$ cat config.mk
export PLATFORM = sky130hd
export DESIGN_NAME = z80_io_bridge
export DESIGN_NICKNAME = d
export VERILOG_FILES = /design/src/rtl/vdp_constants_pkg.sv /design/src/rtl/io_strobe_sync.sv /design/src/rtl/z80_io_bridge.sv
export SDC_FILE = /design/constraint.sdc
export NUM_CORES = 1
export LEC_CHECK = 0
export CORE_MARGIN = 4
export CORE_UTILIZATION = 40
export CTS_CLUSTER_DIAMETER = 80
export DETAILED_ROUTE_END_ITERATION = 12
export GPL_ROUTABILITY_DRIVEN = 1
export PLACE_DENSITY = 0.73
export SETUP_SLACK_MARGIN = 0.3
export SYNTH_ARGS = -nofsm -noshare
export SYNTH_HDL_FRONTEND = slang
export SYNTH_SLANG_ARGS = --single-unit
$ cat constraint.sdc
create_clock -name clk -period 2.7 [get_ports clk]
set_input_delay 0.405 -clock clk [delete_from_list [all_inputs] [get_ports clk]]
set_output_delay 0.405 -clock clk [all_outputs]
set_load 0.01 [all_outputs]
$ cat src/rtl/vdp_constants_pkg.sv
// Shared VDP bridge constants: the bus-cycle FSM state encoding and the default I/O decode.
package vdp_constants;

  typedef enum logic [1:0] {
    ST_IDLE    = 2'd0,
    ST_REQ     = 2'd1,
    ST_RELEASE = 2'd2
  } bridge_state_t;

  localparam logic [5:0] IO_BASE_DEFAULT     = 6'h26;
  localparam int         ACK_TIMEOUT_DEFAULT = 15;

endpackage

$ cat src/rtl/io_strobe_sync.sv
// Two-flop synchroniser for an active-low Z80 strobe, plus a third flop for edge detection.
// Sync level lags the pad by 2 clocks; edges are suppressed until real samples fill the pipe.
module io_strobe_sync (
  input  logic clk,
  input  logic reset,
  input  logic i_strobe_n,
  output logic o_sync,
  output logic o_fall,
  output logic o_rise
);

  logic       r_s1;
  logic       r_s2;
  logic       r_s3;
  logic [1:0] r_fill;
  logic       w_armed;

  always_ff @(posedge clk or posedge reset) begin
    if (reset) begin
      r_s1   <= 1'b1;
      r_s2   <= 1'b1;
      r_s3   <= 1'b1;
      r_fill <= 2'd0;
    end else begin
      r_s1 <= i_strobe_n;
      r_s2 <= r_s1;
      r_s3 <= r_s2;
      if (r_fill != 2'd3) r_fill <= r_fill + 2'd1;
    end
  end

  // A strobe held low across reset must not look like a fresh falling edge.
  assign w_armed = (r_fill == 2'd3);
  assign o_sync  = r_s2;
  assign o_fall  = w_armed & r_s3 & ~r_s2;
  assign o_rise  = w_armed & ~r_s3 & r_s2;

endmodule

$ cat src/rtl/z80_io_bridge.sv
// Bridges asynchronous Z80 I/O cycles on ports IO_BASE*4..+3 to a single-cycle-ack VDP request.
// Request rises 3 clocks after the pad strobe falls; held until ack or ACK_TIMEOUT cycles.
module z80_io_bridge
  import vdp_constants::*;
#(
  parameter logic [5:0] IO_BASE     = IO_BASE_DEFAULT,
  parameter int         ACK_TIMEOUT = ACK_TIMEOUT_DEFAULT
) (
  input  logic       clk,
  input  logic       reset,
  input  logic [5:0] A,
  input  logic       rd_iorq_n,
  input  logic       wr_iorq_n,
  input  logic [7:0] cd_in,
  output logic [7:0] cd_out,
  output logic       cd_oe,
  output logic       cs_n,
  output logic       vdp_io_req,
  output logic       vdp_io_wr,
  output logic [7:0] vdp_data_out,
  input  logic [7:0] vdp_data_in,
  input  logic       vdp_ack,
  output logic       timeout_err
);

  localparam logic [7:0] LP_TIMEOUT = ACK_TIMEOUT[7:0];

  bridge_state_t r_state;
  bridge_state_t w_next;

  logic       w_rd_sync;
  logic       w_rd_fall;
  logic       w_rd_rise;
  logic       w_wr_sync;
  logic       w_wr_fall;
  logic       w_unused_wr_rise;

  logic [7:0] r_cnt;
  logic       r_req;
  logic       r_wr;
  logic [7:0] r_dout;
  logic [7:0] r_cd_out;
  logic       r_oe;
  logic       r_tmo;
  logic       r_cs_n;

  logic       w_in_req;
  logic       w_start;
  logic       w_both_fall;
  logic [7:0] w_cnt_inc;
  logic       w_ack;
  logic       w_tmo;
  logic       w_done;

  io_strobe_sync u_rd_sync (
    .clk        (clk),
    .reset      (reset),
    .i_strobe_n (rd_iorq_n),
    .o_sync     (w_rd_sync),
    .o_fall     (w_rd_fall),
    .o_rise     (w_rd_rise)
  );

  // Write cycles end on the level check in RELEASE, so this edge has no consumer.
  io_strobe_sync u_wr_sync (
    .clk        (clk),
    .reset      (reset),
    .i_strobe_n (wr_iorq_n),
    .o_sync     (w_wr_sync),
    .o_fall     (w_wr_fall),
    .o_rise     (w_unused_wr_rise)
  );

  assign w_in_req    = (r_state == ST_REQ);
  assign w_both_fall = w_rd_fall & w_wr_fall;
  assign w_start     = (r_state == ST_IDLE) & (w_rd_fall ^ w_wr_fall) & (A == IO_BASE);
  assign w_cnt_inc   = (r_cnt == 8'hFF) ? r_cnt : r_cnt + 8'd1;
  assign w_ack       = w_in_req & vdp_ack;
  assign w_tmo       = w_in_req & ~vdp_ack & (w_cnt_inc == LP_TIMEOUT);
  assign w_done      = w_ack | w_tmo;

  always_ff @(posedge clk or posedge reset) begin
    if (reset) r_state <= ST_IDLE;
    else       r_state <= w_next;
  end

  always_comb begin
    w_next = r_state;
    unique case (r_state)
      ST_IDLE: begin
        if (w_both_fall)  w_next = ST_RELEASE;
        else if (w_start) w_next = ST_REQ;
      end
      ST_REQ: begin
        if (w_done) w_next = ST_RELEASE;
      end
      ST_RELEASE: begin
        if (w_rd_sync & w_wr_sync) w_next = ST_IDLE;
      end
      default: w_next = ST_IDLE;
    endcase
  end

  always_ff @(posedge clk or posedge reset) begin
    if (reset) begin
      r_cnt    <= 8'd0;
      r_req    <= 1'b0;
      r_wr     <= 1'b0;
      r_dout   <= 8'd0;
      r_cd_out <= 8'hFF;
      r_oe     <= 1'b0;
      r_tmo    <= 1'b0;
      r_cs_n   <= 1'b1;
    end else begin
      r_tmo <= w_tmo;
      r_req <= (w_next == ST_REQ);

      if (w_start) begin
        r_cnt  <= 8'd0;
        r_wr   <= w_wr_fall;
        r_cs_n <= 1'b0;
        if (w_wr_fall) r_dout <= cd_in;
      end else if (w_in_req) begin
        r_cnt <= w_cnt_inc;
        if (w_done) r_wr <= 1'b0;
      end

      // Read data is driven only while the Z80 still holds its read strobe low.
      if (w_done & ~r_wr) begin
        r_cd_out <= w_ack ? vdp_data_in : 8'hFF;
        r_oe     <= ~w_rd_sync;
      end else if (w_rd_rise) begin
        r_oe <= 1'b0;
      end

      if ((r_state == ST_RELEASE) && (w_next == ST_IDLE)) r_cs_n <= 1'b1;
    end
  end

  assign vdp_io_req   = r_req;
  assign vdp_io_wr    = r_wr;
  assign vdp_data_out = r_dout;
  assign cd_out       = r_cd_out;
  assign cd_oe        = r_oe;
  assign cs_n         = r_cs_n;
  assign timeout_err  = r_tmo;

endmodule
==> summary.md <==
| Metric | Value |
|---|---|
| Post-synthesis net count | `about 190` |
| Final hold vios | `0` |
| # setup viols final | `0` |
| Gr ovfl total | `0` |
| Hold-fix buffers, CTS | `0` |
| RSZ-0062 raised after global routing | `no` |
| TritonCTS Buffers | `5` |
| Worst skew pair latency | `0.29 ns` |
| Pre-antenna DRT Iters | `4` |
| Async set-reset flop share out of synthesis | `1.00` |
| Top FF cell, synth | `dfrtp_1` |
| Final ANT Viol Nets | `0` |
| Die width | `76.0 microns` |
| I/O pins | `between 40 and 50` |
| Avg Synthesized Cell Area | `11.9 sq um` |
| Worst min path class | `reg -> reg` |
| Reg2reg setup slack | `0.48 ns` |
| Vias in the first global route | `1329` |
| Die height | `76.0 microns` |
| CTS H-Tree Depth | `2` |
| Netlist cell types | `43` |
| Clk slew on worst S/H paths | `0.07 ns` |
| Vias per cell | `5.27` |
| Post-cts sizing count | `0` |
| RD Place Congestion | `0.779` |
| Skew final | `0.00449 ns` |
| Antenna Diode Count | `0` |
| Commonest cells after routing, fill and taps aside | `clkdlybuf4s50_1 (47), dfrtp_1 (26), dfstp_2 (15)` |
| Mapped cell area | `0.00185 sq mm` |
| Leak pwr | `1.01 nW` |
| Yosys reg bits | `41` |
| First-pass GRT wire length | `~6500 microns` |
| DP HPWL | `2720 microns` |
| Peak supply drop | `0.333 mV` |
| Layout cells sized above 1 | `0.210` |
| Root Driver | `clkbuf_8` |
| Fmax | `around 0.45 GHz` |
| Final WL | `between 3000 and 4000 microns` |
| Setup CP Type | `reg -> reg` |
| Pins Over Slew Limit | `0` |
| Total die area | `0.00578 sq mm` |
| Register area share after synthesis | `0.565` |
| Initial Util | `0.419` |
| I/O Buffers | `between 40 and 50` |
| Status | `finished, final reports clean` |
| Area grow syn2layout | `34.5%` |
| Setup TNS | `0 ns` |
| Core area | `about 0.0044 sq mm` |
| CTS tree | `yes` |
| # Post-CTS Setup Buffers | `0` |
| Initial DRC count | `65` |
| CP required | `about 2.9 ns` |
| Sink Count | `41` |
| Clock Path Buffers | `2` |
| Worst-Margin Slew | `around 0.75 ns` |
| Final Cycle Share | `0.822` |
| Slew headroom | `0.502` |
| Rows | `24` |
| CP Max Fanout | `9` |
| CP arrival | `2.40 ns` |
| Cell area power density | `615 mW/mm^2` |
| Antenna violations before repair | `0` |
| Most common cell after layout, fill and taps aside | `clkdlybuf4s50_1` |
| EDFF count, synth | `0` |
| Net count, final | `between 200 and 250` |
| Total GRT Usage | `0.138` |
| Drt wl/cell | `14.5 microns` |
| Via count | `1380` |
| Max-cap viol count | `0` |
| Setup crit end kind | `flip-flop` |
| Largest net degree at the start of global routing | `42` |
| Overall power | `~1.5 mW` |
| Total number of yosys warnings | `0` |
| Syn Inst Count | `156` |
| Startpoint Class | `flip-flop` |
| DRC | `0` |
| Min cycle time layout | `2.22 ns` |
[final timing paths]
check / from / to / cells after the start
hold / removal: u_wr_sync.r_s1 / u_wr_sync.o_sync / 0
setup reg to reg: u_wr_sync.r_fill[0] / vdp_data_out[7] / 8
min in group asynchronous: reset / r_cnt[5] / 3
setup / recovery: u_wr_sync.r_fill[0] / vdp_data_out[7] / 8
hold reg to reg: u_wr_sync.r_s1 / u_wr_sync.o_sync / 0
max in group asynchronous: reset / u_wr_sync.r_s3 / 3
[per-stage QoR]
stage | cells | hold WS, ns | utilization | setup WS, ns | instance area (sq um)
after floorplan | 156 | 0.345 | - | 0.571 | 1850
after global placement | 253 | 0.346 | 0.539 | 0.387 | 2380
after detailed placement | 253 | 0.348 | 0.539 | 0.340 | 2380
after CTS | 261 | 0.359 | 0.559 | 0.322 | 2470
after global routing | 262 | 0.363 | 0.564 | 0.318 | 2490
final | 262 | 0.357 | 0.564 | 0.482 | 2490
[critical path, stage by stage (launching register included)]
cell and delay (ns):
dfrtp_1 0.40, ha_1 0.25, nand2_1 0.14, nor2_1 0.06, ha_1 0.29, nand4_1 0.24, nor3_4 0.24, buf_12 0.16
mux2_2 0.33
[synthesized netlist by cell type (3+ instances only)]
cell type | instances | area share
nand2_1 | 13 | 0.026
ha_1 | 4 | 0.027
o31ai_1 | 3 | 0.012
o21ai_0 | 8 | 0.022
mux2_2 | 10 | 0.061
nor3_1 | 3 | 0.0081
a31oi_1 | 3 | 0.010
o22a_1 | 8 | 0.038
nand3_1 | 3 | 0.0081
dfstp_2 | 15 | 0.21
inv_1 | 3 | 0.0061
a21oi_1 | 7 | 0.019
dfrtp_1 | 26 | 0.35
nor2_1 | 12 | 0.024
[kinds of logic after synthesis]
| kind of cell | after synthesis | synth area share |
|---|---|---|
| multiplexers | 12 | 0.0717 |
| buffers and inverters | 6 | 0.0128 |
| AO/OA/AOI/OAI | 41 | 0.162 |
| adder cells (fa/ha/maj) | 4 | 0.0270 |
| AND/OR/NAND/NOR | 49 | 0.147 |
| XOR/XNOR | 3 | 0.0142 |
| flip-flops | 41 | 0.565 |
[power by group]
part           leakage, nW  switching [mW]  internal [mW]  total, mW
Clock               0.0374           0.210          0.182      0.392
Sequential           0.472          0.0879          0.694      0.782
Combinational        0.501           0.176          0.181      0.357
[cell type report]
class | instances | area, sq um
Fill cell | 380 | 1930
Clock inverter | 2 | 15.0
Clock buffer | 6 | 72.6
Timing Repair Buffer | 49 | 498
Sequential cell | 41 | 1040
Tap cell | 52 | 65.1
Inverter | 3 | 11.3
Multi-Input combinational cell | 109 | 782
[sequential cells by signal (all words and copies together), names as in the netlist]
register,cells
vdp_data_out,8
u_wr_sync.o_sync,1
u_rd_sync.r_s1,1
r_cnt,8
r_state,2
cd_oe,1
timeout_err,1
cd_out,8
vdp_io_req,1
u_rd_sync.o_sync,1
cs_n,1
u_wr_sync.r_s3,1
u_rd_sync.r_s3,1
u_wr_sync.r_s1,1
u_rd_sync.r_fill,2
vdp_io_wr,1
u_wr_sync.r_fill,2
[routing by layer]
metal	vias up	track usage	share of wire
li1	683	-	-
met1	646	0.184	0.45
met2	46	0.202	0.46
met3	5	0.0402	0.070
met4	0	0.0747	0.018
met5	-	0	0
Power figures use the tool's default switching activity.
